[config.mk]
export PLATFORM = sky130hd
export DESIGN_NAME = dcache_ctrl
export DESIGN_NICKNAME = d
export VERILOG_FILES = /design/src/rtl/dcache_pkg.sv /design/src/rtl/dcache_store.sv /design/src/rtl/dcache_ctrl.sv
export SDC_FILE = /design/constraint.sdc
export NUM_CORES = 1
export LEC_CHECK = 0
export ABC_AREA = 0
export ABC_CLOCK_PERIOD_IN_PS = 16200
export BUFFER_PORTS_ARGS = -buffer_cell sky130_fd_sc_hd__buf_4
export CORE_AREA = 2 2 528 268
export DETAILED_ROUTE_END_ITERATION = 8
export DIE_AREA = 0 0 530 270
export HOLD_SLACK_MARGIN = 0.03
export RECOVER_POWER = 50
export REMOVE_ABC_BUFFERS = 1
export SLEW_MARGIN = 20
export SYNTH_ARGS = -nofsm -noshare
export SYNTH_HDL_FRONTEND = slang
export SYNTH_SLANG_ARGS = --single-unit
[constraint.sdc]
create_clock -name clk_i -period 16.2 [get_ports clk_i]
set_input_delay 2.43 -clock clk_i [delete_from_list [all_inputs] [get_ports clk_i]]
set_output_delay 2.43 -clock clk_i [all_outputs]
set_load 0.02 [all_outputs]
[src/rtl/dcache_pkg.sv]
// Shared constants, FSM state encoding and address-split helpers for the data cache.
// The optional DCACHE_PERF_CNT_EN feature is implemented in dcache_ctrl, not here.
package dcache_pkg;

  localparam int LINES   = 16;
  localparam int INDEX_W = 4;
  localparam int TAG_W   = 26;

  typedef enum logic [1:0] {
    IDLE    = 2'd0,
    RD_MISS = 2'd1,
    WR_THRU = 2'd2,
    DONE    = 2'd3
  } state_e;

  function automatic logic [INDEX_W-1:0] addr_index(input logic [31:0] addr);
    return addr[5:2];
  endfunction

  function automatic logic [TAG_W-1:0] addr_tag(input logic [31:0] addr);
    return addr[31:6];
  endfunction

endpackage

[src/rtl/dcache_store.sv]
// Valid/tag/data storage for the direct-mapped cache: one combinational read port,
// one synchronous write port. Only the valid bits are reset.
module dcache_store
  import dcache_pkg::*;
(
  input  logic               clk_i,
  input  logic               rst_n,
  input  logic [INDEX_W-1:0] rd_index_i,
  output logic               rd_valid_o,
  output logic [TAG_W-1:0]   rd_tag_o,
  output logic [31:0]        rd_data_o,
  input  logic               wr_en_i,
  input  logic [INDEX_W-1:0] wr_index_i,
  input  logic [TAG_W-1:0]   wr_tag_i,
  input  logic [31:0]        wr_data_i
);

  logic [LINES-1:0] r_valid;
  logic [TAG_W-1:0] r_tag  [LINES];
  logic [31:0]      r_data [LINES];

  always_ff @(posedge clk_i or negedge rst_n) begin
    if (!rst_n) begin
      r_valid <= '0;
    end else if (wr_en_i) begin
      r_valid[wr_index_i] <= 1'b1;
    end
  end

  always_ff @(posedge clk_i) begin
    if (wr_en_i) begin
      r_tag[wr_index_i]  <= wr_tag_i;
      r_data[wr_index_i] <= wr_data_i;
    end
  end

  assign rd_valid_o = r_valid[rd_index_i];
  assign rd_tag_o   = r_tag[rd_index_i];
  assign rd_data_o  = r_data[rd_index_i];

endmodule

[src/rtl/dcache_ctrl.sv]
// Direct-mapped, write-through, no-write-allocate data cache controller.
// Define DCACHE_PERF_CNT_EN to add the hit_cnt_o / miss_cnt_o performance counters.
module dcache_ctrl
  import dcache_pkg::*;
(
  input  logic        clk_i,
  input  logic        rst_n,
  input  logic        cpu_read_i,
  input  logic        cpu_write_i,
  input  logic [31:0] cpu_addr_i,
  input  logic [31:0] cpu_wdata_i,
  output logic [31:0] cpu_rdata_o,
  output logic        stall_o,
  output logic        mem_req_o,
  output logic        mem_we_o,
  output logic [31:0] mem_addr_o,
  output logic [31:0] mem_wdata_o,
  input  logic [31:0] mem_rdata_i,
  input  logic        mem_ack_i
`ifdef DCACHE_PERF_CNT_EN
  ,
  output logic [31:0] hit_cnt_o,
  output logic [31:0] miss_cnt_o
`endif
);

  state_e      r_state;
  state_e      w_state_next;
  logic        r_mem_req;
  logic        r_mem_we;
  logic [31:0] r_mem_addr;
  logic [31:0] r_mem_wdata;
  logic [31:0] r_fill;
  logic        r_is_rd;

  logic               w_line_valid;
  logic [TAG_W-1:0]   w_line_tag;
  logic [31:0]        w_line_data;
  logic               w_hit;
  logic               w_rd_req;
  logic               w_wr_req;
  logic               w_ack;
  logic               w_st_we;
  logic [31:0]        w_st_data;
  logic               w_stall;
  logic [31:0]        w_rdata;

  // A simultaneous read and write is handled as a write.
  assign w_wr_req = cpu_write_i;
  assign w_rd_req = cpu_read_i & ~cpu_write_i;
  assign w_hit    = w_line_valid & (w_line_tag == addr_tag(cpu_addr_i));
  assign w_ack    = r_mem_req & mem_ack_i;

  dcache_store u_store (
    .clk_i      (clk_i),
    .rst_n      (rst_n),
    .rd_index_i (addr_index(cpu_addr_i)),
    .rd_valid_o (w_line_valid),
    .rd_tag_o   (w_line_tag),
    .rd_data_o  (w_line_data),
    .wr_en_i    (w_st_we),
    .wr_index_i (addr_index(r_mem_addr)),
    .wr_tag_i   (addr_tag(r_mem_addr)),
    .wr_data_i  (w_st_data)
  );

  // Refill on every read ack; a write-through only touches the line when it already hits.
  assign w_st_we   = w_ack & ((r_state == RD_MISS) | ((r_state == WR_THRU) & w_hit));
  assign w_st_data = (r_state == RD_MISS) ? mem_rdata_i : r_mem_wdata;

  always_comb begin
    w_state_next = r_state;
    case (r_state)
      IDLE: begin
        if (w_wr_req) begin
          w_state_next = WR_THRU;
        end else if (w_rd_req && !w_hit) begin
          w_state_next = RD_MISS;
        end
      end
      RD_MISS, WR_THRU: begin
        if (w_ack) begin
          w_state_next = DONE;
        end
      end
      DONE:    w_state_next = IDLE;
      default: w_state_next = IDLE;
    endcase
  end

  always_comb begin
    w_stall = 1'b0;
    w_rdata = 32'd0;
    case (r_state)
      IDLE: begin
        if (w_wr_req || (w_rd_req && !w_hit)) begin
          w_stall = 1'b1;
        end else if (w_rd_req) begin
          w_rdata = w_line_data;
        end
      end
      RD_MISS, WR_THRU: w_stall = 1'b1;
      DONE: begin
        if (r_is_rd) begin
          w_rdata = r_fill;
        end
      end
      default: ;
    endcase
  end

  // CPU-facing outputs are forced quiet while reset is held, even with a request present.
  assign stall_o     = rst_n & w_stall;
  assign cpu_rdata_o = rst_n ? w_rdata : 32'd0;

  always_ff @(posedge clk_i or negedge rst_n) begin
    if (!rst_n) begin
      r_state     <= IDLE;
      r_mem_req   <= 1'b0;
      r_mem_we    <= 1'b0;
      r_mem_addr  <= 32'd0;
      r_mem_wdata <= 32'd0;
      r_fill      <= 32'd0;
      r_is_rd     <= 1'b0;
    end else begin
      r_state <= w_state_next;
      case (r_state)
        IDLE: begin
          if (w_state_next != IDLE) begin
            r_mem_req  <= 1'b1;
            r_mem_we   <= w_wr_req;
            r_mem_addr <= cpu_addr_i & 32'hFFFF_FFFC;
            r_is_rd    <= ~w_wr_req;
            if (w_wr_req) begin
              r_mem_wdata <= cpu_wdata_i;
            end
          end
        end
        RD_MISS: begin
          if (w_ack) begin
            r_mem_req <= 1'b0;
            r_fill    <= mem_rdata_i;
          end
        end
        WR_THRU: begin
          if (w_ack) begin
            r_mem_req <= 1'b0;
            r_mem_we  <= 1'b0;
          end
        end
        default: ;
      endcase
    end
  end

  assign mem_req_o   = r_mem_req;
  assign mem_we_o    = r_mem_we;
  assign mem_addr_o  = r_mem_addr;
  assign mem_wdata_o = r_mem_wdata;

`ifdef DCACHE_PERF_CNT_EN
  logic [31:0] r_hit_cnt;
  logic [31:0] r_miss_cnt;

  always_ff @(posedge clk_i or negedge rst_n) begin
    if (!rst_n) begin
      r_hit_cnt  <= 32'd0;
      r_miss_cnt <= 32'd0;
    end else begin
      if ((r_state == IDLE) && w_rd_req && w_hit) begin
        r_hit_cnt <= r_hit_cnt + 32'd1;
      end
      if ((r_state == IDLE) && (w_state_next == RD_MISS)) begin
        r_miss_cnt <= r_miss_cnt + 32'd1;
      end
    end
  end

  assign hit_cnt_o  = r_hit_cnt;
  assign miss_cnt_o = r_miss_cnt;
`endif

endmodule

# == After elaboration in Yosys (flattened, before gate mapping) ==
# Memories as Yosys holds them, arrays and structs flattened.
# Cells that the tools add are included.
# word_totals
regBits,115
latchBits,0
ram_bits,928
mem_bits_ro,0
in_bits,101
wordCells,66
mem_count,2
# op_classes
n_eq_ne,7
n_div,0
reduce_logical,14
add_sub_neg,0
mul,0
bitwise,9
shift,0
magnitude_cmp,3
n_mux,23
# memory_table
name,words,word_bits,rd,rd_ports_with_merged_regs,write_ports,line,source
u_store.r_data,16,32,1,0,1,dcache_store.sv:20,logic [31:0] r_data [LINES];
u_store.r_tag,16,26,1,0,1,dcache_store.sv:19,logic [TAG_W-1:0] r_tag [LINES];
# op_table
operator,n
two-way mux 32 bit,5
one-hot mux 32 bit (2 select lines),1
equality test 26 bit,1
bitwise OR 16 bit,1
"less-than comparator 4 x 5 -> 1 bit, second input constant",2
AND reduction 3 bit,3
two-way mux 1 bit,8
bitwise AND 1 bit,6
two-way mux 2 bit,3
one-hot mux 1 bit (2 select lines),3
one-hot mux 2 bit (3 select lines),1
nonzero test 2 bit,3
binary-select mux 1 bit (select 4 bit),1
demux 1 bit (select 4 bit),1
"equality test 2 bit, second input constant",2
">= comparator 4 x 1 -> 1 bit, second input constant",1
"inequality test 2 bit, second input constant",2
AND reduction 2 bit,2
"equality test 2 x 1 -> 1 bit, second input constant",1
logical AND 1 bit,2
zero test 2 bit,1
"inequality test 2 x 1 -> 1 bit, second input constant",1
OR reduction 2 bit,1
zero test 1 bit,1
3 further kinds,3

# == Longest topological paths before layout ==
# Gate-level depths: netlist of the first run.
# depth
word_depth,11
mapped_depth,14
mapped_depth_nobuf,9

# == Cells and area by module ==
# A second synthesis of the first run with hierarchy kept.
# hier_totals
cells_unflattened,1886
hier_area_um2,40571.4
# modules_own_cells
module,seq_area_each_um2,cells_per_inst,instances,area_each_um2
dcache_store,28267.1,1479,1,35293.8
dcache_ctrl,2477.4,407,1,5277.6

# == Worst setup path before layout of the first run ==
# No wires, ideal clock.
# synth_timing
path_kind,input -> register
start,input cpu_addr_i[4]
end,"memory u_store.r_data[3][0], enable pin"
arrival_ns,10.572
path_buffers,4
slack_ns,5.010
stages,13
t_required_ns,15.583
path_cell_list,buf_2 > buf_1 > buf_1 > mux4_2 > a22oi_1 > nand2_1 > xnor2_1 > nand3_1 > nor4_2 > nand4_1 > o21a_1 > clkbuf_1 > nor4_1
# synth_between
elab_chain_len,8
# synth_rtl
element,line,source
start: declaration,dcache_ctrl.sv:10,"input logic [31:0] cpu_addr_i,"
memory read (16 x 26 bit) or binary-select mux 1 bit (select 4 bit) (tied branches),--,
equality test 26 bit or two-way mux 1 bit (tied branches),"dcache_ctrl.sv:51, dcache_store.sv:37",
bitwise AND 1 bit (*),dcache_ctrl.sv:51,assign w_hit = w_line_valid & (w_line_tag == addr_tag(cpu_addr_i));
bitwise AND 1 bit (*),dcache_ctrl.sv:68,assign w_st_we = w_ack & ((r_state == RD_MISS) | ((r_state == WR_THRU) & w_hit));
bitwise OR 1 bit (*),dcache_ctrl.sv:68,
bitwise AND 1 bit (*),dcache_ctrl.sv:68,
two-way mux 1 bit (*),dcache_store.sv:31,if (wr_en_i) begin
two-way mux 1 bit (implied by the code) (*),dcache_store.sv:33,r_data[wr_index_i] <= wr_data_i;
end: declaration,dcache_store.sv:20,
# Mark *: on every way between the ends. The rest lies on a longest branch, timed or not. The select of a mux whose other input is x is not followed.

# == Worst setup path in the final report of the first run ==
# layout_timing
start,input cpu_addr_i[4]
end,output cpu_rdata_o[30]
# layout_between
elab_chain_len,9
# layout_rtl
element,line,source
memory read (16 x 26 bit) or binary-select mux 1 bit (select 4 bit) (tied branches),--,
equality test 26 bit or two-way mux 1 bit (tied branches),"dcache_ctrl.sv:51, dcache_store.sv:37",
bitwise AND 1 bit,dcache_ctrl.sv:51,
zero test 1 bit,dcache_ctrl.sv:96,if (w_wr_req || (w_rd_req && !w_hit)) begin
logical AND 1 bit,dcache_ctrl.sv:96,
logical OR 1 bit,dcache_ctrl.sv:96,
two-way mux 32 bit (*),dcache_ctrl.sv:96,
one-hot mux 32 bit (2 select lines) (*),dcache_ctrl.sv:94,case (r_state)
two-way mux 32 bit (*),dcache_ctrl.sv:114,assign cpu_rdata_o = rst_n ? w_rdata : 32'd0;
end: declaration,dcache_ctrl.sv:12,"output logic [31:0] cpu_rdata_o,"
# Marked as above.

==> summary.txt, run 1 <==
Cells and area
  – Commonest cells after routing, fill and taps aside: edfxtp_1, mux4_2, buf_4
  – Most common cell after layout, fill and taps aside: edfxtp_1
  – Utilization after layout: 34.73%
  – Register area: 30740 um^2
  – Multi-input logic area: 10050 um^2
  – Layout Cells excl Fill: 4116
  – Share of post-route cells with drive strength above 1: 33.21%
  – Syn-to-layout area delta: 16.74%
  – NumNets Final: 2257
  – Fillcell total: 12860

STA
  – FMAX: 97.32 MHz
  – Slew margin rel.: -121.5%
  – WHS: 0.4639 ns
  – Worst-Margin Slew: 3.322 ns
  – Slew Viols, Final: 186
  – Clock Skews: 0.02505 ns
  – Final Hold Fails: 0
  – Setup Viol. Count Final: 0
  – RSZ-0062 raised after global routing: false
  – Fin crit share: 63.43%
  – Total negative slack: 0 ns
  – Final min period: 10.28 ns

Critical path
  – Worst reg2reg path depth: 11
  – Critical Path AT: 7.85 ns
  – Worst EP required: 13.77 ns
  – Crit end category: output port
  – RR Startpoint: u_store.r_tag[14][11]
  – Crit Path Category: primary input to output port
  – Startpoint types: primary input
  – CP max FO: 56
  – RR Endpoint: u_store.r_tag[1][11]
  – Reg-to-reg slack, setup: 10.57 ns

Place
  – IO Port Bufs: 195
  – Hpwl dp: 61.36 mm
  – Placed insts: 3934
  – GPL Wtd Cong: 0.7281

Logic synthesis
  – Post-synth EDFFs: 928
  – Yosys reg bits: 1043
  – Post-synthesis instance area: 41240 um^2
  – Post-synth top flop: edfxtp_1
  – Seq/Total Area, Yosys: 74.56%
  – Syn Inst Count: 1911
  – FFs w/ async S/R, synth: 11.03%
  – Syn avg cell area: 21.58 um^2
  – Netlist cell types: 58
  – YS warnings: 0

Clock tree
  – Reg clk slew, reported paths: 0.06 ns
  – CTS tree: done
  – Clock sink total: 1043
  – Count of hold-fix buffers inserted at cts: 0
  – PostCTS Resize Cnt: 0
  – CTS Buf Count: 96
  – H-tree depth: 3
  – Clock latency on the worst-skew pair: 0.69 ns
  – Post-CTS Setup Bufs: 0
  – CTS root buf: clkbuf_16
  – Max Buffers Root-to-Sink: 3

Drt
  – DR vias: 20402
  – Drt drc: 0
  – Vias per cell: 4.957
  – Routed Wire Length: 110.1 mm
  – Initial DRC count: 1933
  – Drt wl/cell: 26.75 um
  – Final antenna-violating net count: 0
  – Router iterations before antenna repair: 5

Global routing
  – Vias in the first global route: 21284
  – Initial antenna violation count: 5
  – First-pass GRT wire length: 155.1 mm
  – Gr usage total: 15.24%
  – Largest net degree at the start of global routing: 61
  – Remaining global-route overflow: 0

Run status
  – Outcome: finished with violations
  – Violated checks: capacitance limit, slew limit

Hold path
  – Hold Path Class: register to register
  – Hold path cells: 1
  – Hold EP: u_store.r_valid[15]
  – Worst Min Path Start: u_store.r_valid[15]

Floorplan
  – CORE AREA: 138600 um^2
  – Die Width: 530 um
  – Die H: 270 um
  – Starting Density: 29.75%
  – Ports: 200
  – Die area: 143100 um^2
  – Std-Cell Rows: 97

Pwr
  – VDD IR max: 0.08337 mV
  – Sw Ratio: 28.12%
  – Power Density: 152.0 nW/um^2
  – Switching pwr: 0.002057 W
  – Clk pwr share: 31.3%
  – Leak: 15.61 nW
  – Logic pwr share: 16.8%
  – Seq pwr share: 51.9%
  – Pint: 0.005260 W

Job
  – Max-cap violations: 5
-- power by group through the flow --
| stage | clock (W) | combinational [W] | sequential, W |
|---|---|---|---|
| 5_1_grt | 0.00245 | 0.00133 | 0.00384 |
| 6_report | 0.00229 | 0.00123 | 0.00380 |
| 4_1_cts | 0.00235 | 0.00126 | 0.00380 |
| 3_5_place_dp | 0 | 0.00126 | 0.00385 |
| 3_3_place_gp | 0 | 0.00120 | 0.00382 |
| 2_1_floorplan | 0 | 0.000591 | 0.00387 |
-- cell type report --
| class | instances | area share, % |
|---|---|---|
| inverters | 8 | 0.06498 |
| clock buffers | 123 | 5.372 |
| well taps | 1881 | 4.889 |
| multi-input cells | 755 | 20.87 |
| clock inverters | 55 | 1.133 |
| flip-flops and latches | 1043 | 63.87 |
| repair buffers | 247 | 3.782 |
| diodes | 4 | 0.02079 |
-- sequential cells by signal, summed over array words and instances, names as in the netlist --
| signal | cells |
|---|---|
| r_is_rd | 1 |
| mem_we_o | 1 |
| mem_req_o | 1 |
| r_fill | 32 |
| u_store.r_tag | 416 |
| mem_addr_o | 30 |
| mem_wdata_o | 32 |
| u_store.r_data | 512 |
| u_store.r_valid | 16 |
| r_state | 2 |
-- how the worst max path moves through the flow --
| stage | from | slack (ns) | cells after the start | to |
|---|---|---|---|---|
| final | cpu_addr_i[4] | 5.92 | 13 | cpu_rdata_o[30] |
| after global routing | cpu_addr_i[4] | 5.64 | 13 | cpu_rdata_o[30] |
| after CTS | cpu_addr_i[4] | 5.87 | 13 | cpu_rdata_o[30] |
| after detailed placement | cpu_addr_i[4] | 5.88 | 13 | cpu_rdata_o[30] |
| after global placement | cpu_addr_i[4] | 5.91 | 13 | cpu_rdata_o[30] |
| after floorplan | cpu_addr_i[5] | 4.89 | 9 | u_store.r_data[3][0] |
-- metal layers --
| metal | global-route usage [%] | part of all wire, % |
|---|---|---|
| met1 | 22.09 | 45 |
| met4 | 3.569 | 2.1 |
| met3 | 4.517 | 8.3 |
| met5 | 0.4000 | 0.076 |
| met2 | 22.39 | 44 |
-- stage by stage --
| stage | setup WS, ns | total power (W) | cell area, um^2 |
|---|---|---|---|
| floorplan | 4.887 | 0.004461 | 40720 |
| global placement | 5.907 | 0.005021 | 45050 |
| detailed placement | 5.879 | 0.005115 | 45050 |
| CTS | 5.866 | 0.007407 | 48180 |
| global route | 5.643 | 0.007616 | 48130 |
| finish | 5.925 | 0.007317 | 48140 |
-- worst max-delay path, cell delays in order --
cell      delay [ns]
buf_6           0.64
buf_4           0.81
buf_4           0.64
mux4_2          0.34
mux2i_1         0.12
o32ai_1         0.78
and2_1          0.21
nor4bb_1        0.21
nand4_1         0.12
buf_4           0.28
nand2b_1        0.21
a21boi_0        0.55
buf_4           0.26
-- kinds of logic (layout without fill, tap and decap cells) --
| kind of cell | count (synthesis) | after routing | share of synthesized area (%) |
|---|---|---|---|
| AOI/OAI and AO/OA | 117 | 117 | 2.206 |
| muxes | 443 | 443 | 18.99 |
| DFF | 1043 | 1043 | 74.56 |
| buffers and inverters | 114 | 433 | 1.338 |
| other | 1 | 6 | 0.009094 |
| adders and majority gates | 5 | 5 | 0.1517 |
| xor gates and xnor gates | 28 | 28 | 0.5947 |
| and+or+nand+nor | 160 | 160 | 2.148 |
-- Yosys cell counts, types with 4 or more instances --
library cell	number	area, um^2
a22oi_1	9	67.56
ha_1	5	62.56
nand2_1	17	63.81
edfxtp_1	928	27870
xor2_1	4	35.03
and3_1	8	50.05
clkbuf_1	54	202.7
mux2_2	106	1194
buf_2	24	120.1
dfrtp_1	115	2878
buf_6	8	90.09
and2_1	5	31.28
a31o_2	11	96.34
a21boi_0	25	187.7
mux2_1	30	337.8
mux4_2	258	5811
o211ai_1	5	37.54
a41o_1	6	60.06
a21oi_1	10	50.05
nor3_1	15	75.07
xnor2_1	24	210.2
nand3_1	36	180.2
buf_1	11	41.29
nand2b_1	39	244.0
a221oi_1	5	43.79
o22ai_1	5	31.28
nor2_1	12	45.04
o21ai_0	12	60.06
mux2i_1	49	490.5
nand4_1	5	31.28
inv_1	6	22.52
a21boi_1	7	52.55
nor2b_1	13	81.33
buf_4	9	67.56
No activity file was read; power rests on OpenSTA's default activity.
==> run 2, diff against run 1 <==
--- a/config.mk
+++ b/config.mk
@@ -6,7 +6,7 @@
 export NUM_CORES = 1
 export LEC_CHECK = 0
 export ABC_AREA = 0
-export ABC_CLOCK_PERIOD_IN_PS = 16200
+export ABC_CLOCK_PERIOD_IN_PS = 9300
 export BUFFER_PORTS_ARGS = -buffer_cell sky130_fd_sc_hd__buf_4
 export CORE_AREA = 2 2 528 268
 export DETAILED_ROUTE_END_ITERATION = 8
==> constraint.sdc (replaced) <==
create_clock -name clk_i -period 9.3 [get_ports clk_i]
set_input_delay 1.395 -clock clk_i [delete_from_list [all_inputs] [get_ports clk_i]]
set_output_delay 1.395 -clock clk_i [all_outputs]
set_load 0.02 [all_outputs]
==> run 2 against run 1 <==
The run still ends with capacitance limit, slew limit left. Global-route usage up 0.094 points. Cell area grew 0.86%. Routed wire length increased by 0.62%. Critical path type unchanged.
==> summary.txt, run 2 (same netlist as run 1, synthesis figures left out) <==
STA
  – Worst-Margin Slew: 3.738 ns (+0.4152 ns)
  – Slew Viols, Final: 173 (-7.0%)
  – Slew margin rel.: -149.2% (-28 points)
  – Clock Skews: 0.04221 ns (+0.01716 ns)
  – Total negative slack: 0 ns (unchanged)
  – Fin crit share: 80.84%
  – Setup Viol. Count Final: 0 (unchanged)
  – Final Hold Fails: 0 (unchanged)
  – Final min period: 7.518 ns
  – RSZ-0062 raised after global routing: false
  – FMAX: 133.0 MHz

Cells and area
  – Syn-to-layout area delta: 17.75%
  – Largest Register: u_store.r_data
  – NumNets Final: 2268 (+0.49%)
  – Commonest cells after routing, fill and taps aside: edfxtp_1, mux4_2, buf_4
  – Share of post-route cells with drive strength above 1: 34.31% (+1.1 points)
  – Max FFs per register: 512 (unchanged)
  – Most common cell after layout, fill and taps aside: edfxtp_1
  – Largest regs: u_store.r_data: 512 flops, u_store.r_tag: 416 flops
  – Fillcell total: 12803 (-0.44%)

Critical path
  – Most used cell, CP: buf_4
  – RR Startpoint: u_store.r_tag[15][11]
  – Crit Path Category: primary input to output port
  – Critical Path AT: 6.12 ns (-1.73 ns)
  – Slowest cell on crit path: mux4_2
  – Crit end category: output port
  – Startpoint types: primary input
  – CP Cell Sequence: buf_8 -> buf_4 -> mux4_2 -> mux2i_1 -> o22ai_1 -> xnor2_1 -> o2111ai_1 -> nor4_1 -> nand4_1 -> buf_4 -> nand2b_1 -> a21boi_0 -> buf_4
  – Max incr delay on CP: 0.54 ns (-0.27 ns)
  – RR Endpoint: u_store.r_tag[4][22]
  – Worst EP required: 7.91 ns (-5.86 ns)
  – Worst reg2reg path depth: 11 (unchanged)
  – Reg-to-reg slack, setup: 4.35 ns (-6.22 ns)
  – CP max FO: 64 (+14%)

Global routing
  – Initial antenna violation count: 8 (+3)
  – GR Util met1: 22.96% (+0.87 points)
  – Remaining global-route overflow: 0 (unchanged)
  – GR peak layer: met1
  – Gr usage total: 15.34% (+0.094 points)
  – First-pass GRT wire length: 156.2 mm (+0.71%)
  – Vias in the first global route: 21189 (-0.45%)
  – Met3 usage: 4.332% (-0.18 points)
  – Largest net degree at the start of global routing: 113 (+85%)
  – M2 GR Usage: 22.23% (-0.16 points)

Run status
  – Outcome: finished with violations
  – Violated checks: capacitance limit, slew limit

Floorplan
  – CORE AREA: 138600 um^2 (unchanged)
  – Std-Cell Rows: 97 (unchanged)
  – Die H: 270 um (unchanged)
  – Ports: 200 (unchanged)
  – Starting Density: 29.75% (unchanged)
  – Die area: 143100 um^2 (unchanged)
  – Die Width: 530 um (unchanged)

Pwr
  – VDD IR max: 0.1306 mV (+57%)
  – Clk pwr share: 32.6% (+1.3 points)
  – Sw Ratio: 28.05% (-0.071 points)
  – Logic pwr share: 16.5% (-0.3 points)
  – Leak: 15.85 nW (+1.5%)
  – Tot Pwr: 0.01303 W (+78%)
  – Power Density: 268.4 nW/um^2 (+77%)
  – Pint: 0.009376 W (+78%)
  – Seq pwr share: 50.9% (-1.0 points)
  – Switching pwr: 0.003655 W (+78%)

Clock tree
  – CTS Buf Count: 97 (+1.0%)
  – Count of hold-fix buffers inserted at cts: 0 (unchanged)
  – Clock sink total: 1043 (unchanged)
  – Clock latency on the worst-skew pair: 0.71 ns (+0.02 ns)
  – Reg clk slew, reported paths: 0.06 ns (about the same)
  – Post-CTS Setup Bufs: 0 (unchanged)
  – PostCTS Resize Cnt: 0 (unchanged)
  – H-tree depth: 3 (unchanged)
  – CTS tree: done
  – Max Buffers Root-to-Sink: 3 (unchanged)
  – CTS root buf: clkbuf_16

Drt
  – Vias per cell: 4.950 (-0.13%)
  – DR vias: 20444 (+0.21%)
  – Final antenna-violating net count: 0 (unchanged)
  – Routed Wire Length: 110.8 mm (+0.62%)
  – Router iterations before antenna repair: 6 (+1)
  – Drt wl/cell: 26.82 um (+0.28%)
  – Initial DRC count: 2313 (+20%)
  – Drt drc: 0 (unchanged)

Hold path
  – Hold path cells: 1 (unchanged)
  – Worst Min Path Start: u_store.r_valid[2]
  – Hold Path Class: register to register
  – Hold EP: u_store.r_valid[2]

Place
  – Hpwl dp: 62.82 mm (+2.4%)
  – GPL Wtd Cong: 0.7313 (+0.44%)
  – IO Port Bufs: 195 (unchanged)

Job
  – Max-cap violations: 3 (-2)
[run 2: power groups by stage]
stage                     Sequential, W  Clock (W)  Combinational [W]
after floorplan                 0.00674          0            0.00103
after global placement          0.00666          0            0.00210
after detailed placement        0.00672          0            0.00221
after CTS                       0.00662    0.00435            0.00222
after global routing            0.00670    0.00454            0.00233
final                           0.00663    0.00425            0.00216
[run 2: cell type report]
cell class | instances | area [um^2] | share of cell area [%]
inverters | 8 | 31.28 | 0.06442
clock inverters | 48 | 639.4 | 1.317
flip-flops and latches | 1043 | 30740 | 63.32
multi-input cells | 755 | 10050 | 20.69
clock buffers | 136 | 2769 | 5.703
well taps | 1881 | 2354 | 4.847
diodes | 2 | 5.005 | 0.01031
repair buffers | 257 | 1966 | 4.048
[run 2: worst max-delay path by stage]
stage / end / cells past startpoint / startpoint / slack, ns
2_1_floorplan: u_store.r_data[3][0] / 9 / cpu_addr_i[5] / -0.98
3_3_place_gp: cpu_rdata_o[30] / 12 / cpu_addr_i[2] / 1.73
3_5_place_dp: cpu_rdata_o[30] / 12 / cpu_addr_i[2] / 1.72
4_1_cts: cpu_rdata_o[30] / 12 / cpu_addr_i[2] / 1.71
5_1_grt: cpu_rdata_o[5] / 13 / cpu_addr_i[2] / 1.42
6_report: cpu_rdata_o[5] / 13 / cpu_addr_i[2] / 1.78
[run 2: metrics by stage]
stage	instance area [um^2]	utilization (%)	instances	hold WS (ns)	setup WS [ns]
2_1_floorplan	40720	-	1806	0.4227	-0.9776
3_3_place_gp	45160	32.59	3943	0.4410	1.729
3_5_place_dp	45190	32.61	3944	0.4503	1.723
4_1_cts	48600	35.06	4128	0.4490	1.710
5_1_grt	48550	35.03	4129	0.4807	1.419
6_report	48550	35.03	4130	0.4661	1.782
[run 2: per-layer routing]
metal | routed length [um] | up-vias | part of all wire, %
li1 | - | 8463 | -
met1 | 51500 | 11112 | 46
met2 | 48390 | 751 | 44
met3 | 9236 | 116 | 8.3
met4 | 1635 | 2 | 1.5
met5 | 13 | - | 0.012
[run 2: critical path, delay by kind of cell]
kind | cells | cell delay, ns
mux | 2 | 0.68
xor+xnor | 1 | 0.53
compound gates | 3 | 0.67
buf+inv | 4 | 1.69
simple gates | 3 | 0.96
==> run 3, diff against run 2 <==
--- a/config.mk
+++ b/config.mk
@@ -6,7 +6,7 @@
 export NUM_CORES = 1
 export LEC_CHECK = 0
 export ABC_AREA = 0
-export ABC_CLOCK_PERIOD_IN_PS = 9300
+export ABC_CLOCK_PERIOD_IN_PS = 6000
 export BUFFER_PORTS_ARGS = -buffer_cell sky130_fd_sc_hd__buf_4
 export CORE_AREA = 2 2 528 268
 export DETAILED_ROUTE_END_ITERATION = 8
==> constraint.sdc (replaced) <==
create_clock -name clk_i -period 6 [get_ports clk_i]
set_input_delay 0.9 -clock clk_i [delete_from_list [all_inputs] [get_ports clk_i]]
set_output_delay 0.9 -clock clk_i [all_outputs]
set_load 0.02 [all_outputs]
==> run 3 against run 2 <==
The flow still finishes with violations (capacitance limit, slew limit). Power rose by 51%. Non-clock buffer count rose by 58. Die area did not move. Cell area rose by 1.0%. Setup slack got worse by 1.5 ns. Combinational power rose by 53%. Cell count rose by 1.2%. Sequential cell count did not move. Clock skew fell by 0.011 ns. Core utilization rose by 0.35 points.
==> summary.txt, run 3 (same netlist as run 1, synthesis figures left out) <==
Critical path
  – Reg-to-reg slack, setup: 1.56 ns (-2.79 ns)
  – Startpoint types: primary input
  – Crit end category: output port
  – Worst reg2reg path depth: 8 (-3)
  – Crit Path Category: primary input to output port
  – RR Startpoint: r_state[1]
  – CP max FO: 32 (-50%)
  – RR Endpoint: u_store.r_tag[4][1]
  – Critical Path AT: 4.84 ns (-1.28 ns)
  – Worst EP required: 5.10 ns (-2.81 ns)

STA
  – RSZ-0062 raised after global routing: false
  – Final min period: 5.737 ns
  – Worst-Margin Slew: 3.152 ns (-0.5856 ns)
  – Slew margin rel.: -110.1% (+39 points)
  – Fin crit share: 95.62%
  – FMAX: 174.3 MHz
  – Setup Viol. Count Final: 0 (unchanged)
  – Clock Skews: 0.03111 ns (-0.01110 ns)
  – Slew Viols, Final: 144 (-17%)
  – Final Hold Fails: 0 (unchanged)
  – WHS: 0.4195 ns (-0.04656 ns)

Global routing
  – First-pass GRT wire length: 157.4 mm (+0.76%)
  – Gr usage total: 15.23% (-0.10 points)
  – Vias in the first global route: 21558 (+1.7%)
  – Initial antenna violation count: 7 (-1)
  – Largest net degree at the start of global routing: 94 (-17%)
  – Remaining global-route overflow: 0 (unchanged)

Cells and area
  – Max FFs per register: 512 (unchanged)
  – NumNets Final: 2324 (+2.5%)
  – Register area: 30740 um^2 (unchanged)
  – Commonest cells after routing, fill and taps aside: edfxtp_1, mux4_2, buf_4
  – Largest regs: u_store.r_data: 512 flops, u_store.r_tag: 416 flops
  – Utilization after layout: 35.39% (+0.35 points)
  – Multi-input logic area: 10050 um^2 (about the same)
  – Share of post-route cells with drive strength above 1: 34.28% (-0.035 points)
  – Most common cell after layout, fill and taps aside: edfxtp_1
  – Syn-to-layout area delta: 18.94%
  – Largest Register: u_store.r_data
  – Fillcell total: 12768 (-0.27%)
  – Final Cell Area: 49040 um^2 (+1.0%)

Clock tree
  – H-tree depth: 3 (unchanged)
  – Reg clk slew, reported paths: 0.07 ns (about the same)
  – CTS Buf Count: 95 (-2.1%)
  – Count of hold-fix buffers inserted at cts: 0 (unchanged)
  – CTS root buf: clkbuf_16
  – Clock latency on the worst-skew pair: 0.72 ns (about the same)
  – CTS tree: done
  – Post-CTS Setup Bufs: 0 (unchanged)
  – Clock sink total: 1043 (unchanged)
  – PostCTS Resize Cnt: 0 (unchanged)
  – Max Buffers Root-to-Sink: 3 (unchanged)

Place
  – Placed instance area: 46120 um^2 (+2.1%)
  – IO Port Bufs: 195 (unchanged)
  – GPL Wtd Cong: 0.7388 (+1.0%)
  – Hpwl dp: 66.61 mm (+6.0%)

Drt
  – Vias per cell: 4.933 (-0.35%)
  – Drt wl/cell: 26.23 um (-2.2%)
  – Final antenna-violating net count: 0 (unchanged)
  – Routed Wire Length: 109.6 mm (-1.1%)
  – Initial DRC count: 1938 (-16%)
  – Router iterations before antenna repair: 5 (-1)
  – Drt drc: 0 (unchanged)
  – DR vias: 20610 (+0.81%)

Floorplan
  – Starting Density: 29.75% (unchanged)
  – Die area: 143100 um^2 (unchanged)
  – Std-Cell Rows: 97 (unchanged)
  – CORE AREA: 138600 um^2 (unchanged)
  – Die Width: 530 um (unchanged)
  – Ports: 200 (unchanged)
  – Die H: 270 um (unchanged)

Pwr
  – Switching pwr: 0.005656 W (+55%)
  – Sw Ratio: 28.72% (+0.67 points)
  – Logic pwr share: 16.8% (+0.3 points)
  – Seq pwr share: 52.3% (+1.4 points)
  – Clk pwr share: 30.9% (-1.7 points)
  – Leak: 15.98 nW (+0.84%)
  – VDD IR max: 0.2301 mV (+76%)
  – Pint: 0.01404 W (+50%)
  – Power Density: 401.6 nW/um^2 (+50%)

Hold path
  – Hold path cells: 2 (+1)
  – Hold Path Class: primary input to register
  – Hold EP: mem_wdata_o[0]
  – Worst Min Path Start: cpu_wdata_i[0]

Job
  – Max-cap violations: 4 (+1)

Run status
  – Outcome: finished with violations
  – Violated checks: capacitance limit, slew limit
## run 3: per-layer routing
layer / GRT usage [%] / vias up / share of wire (%) / wire length [um]
met3: 4.584 / 133 / 8.5 / 9269
li1: - / 8587 / - / -
met2: 22.30 / 714 / 44 / 48110
met5: 0 / - / 0.031 / 34
met4: 2.639 / 6 / 1.5 / 1631
met1: 22.48 / 11170 / 46 / 50530
## run 3: worst max-delay path: stages
cell	delay, ns
buf_8	0.22
buf_12	0.25
buf_4	0.24
mux4_2	0.51
mux2i_1	0.18
xnor2_1	0.09
nor4b_1	0.56
buf_4	0.25
o2111ai_1	0.13
nor4_1	0.21
nand4_1	0.22
buf_12	0.24
nand2b_1	0.18
a21boi_0	0.24
buf_4	0.17
buf_4	0.13
## run 3: layout make-up
| cell class | instances | share of cell area [%] |
|---|---|---|
| diodes | 1 | 0.005102 |
| clock buffers | 119 | 5.092 |
| clock inverters | 56 | 1.161 |
| inverters | 8 | 0.06378 |
| multi-input cells | 755 | 20.49 |
| flip-flops and latches | 1043 | 62.69 |
| well taps | 1881 | 4.799 |
| repair buffers | 315 | 5.704 |
## run 3: metrics by stage
step           setup WS [ns]  setup TNS (ns)  total power, W  cells
2_1_floorplan         -3.783        -1669.42         0.01204   1806
3_3_place_gp          0.3444               0         0.01369   4002
3_5_place_dp          0.2919               0         0.01393   4002
4_1_cts               0.2650               0         0.02003   4177
5_1_grt              0.06401               0         0.02051   4177
6_report              0.2628               0         0.01970   4178
## run 3: worst max-delay path by stage
stage	slack [ns]	start	endpoint
detailed placement	0.29	cpu_addr_i[2]	cpu_rdata_o[0]
CTS	0.26	cpu_addr_i[2]	cpu_rdata_o[0]
global route	0.06	cpu_addr_i[2]	cpu_rdata_o[31]
global placement	0.34	cpu_addr_i[2]	cpu_rdata_o[26]
finish	0.26	cpu_addr_i[2]	cpu_rdata_o[0]
floorplan	-3.78	cpu_addr_i[5]	u_store.r_data[3][0]
## run 3: power groups by stage
| stage | Combinational (W) | Clock (W) | Sequential, W |
|---|---|---|---|
| 3_5_place_dp | 0.00347 | 0 | 0.0105 |
| 5_1_grt | 0.00357 | 0.00652 | 0.0104 |
| 3_3_place_gp | 0.00332 | 0 | 0.0104 |
| 6_report | 0.00331 | 0.00609 | 0.0103 |
| 4_1_cts | 0.00348 | 0.00625 | 0.0103 |
| 2_1_floorplan | 0.00160 | 0 | 0.0104 |
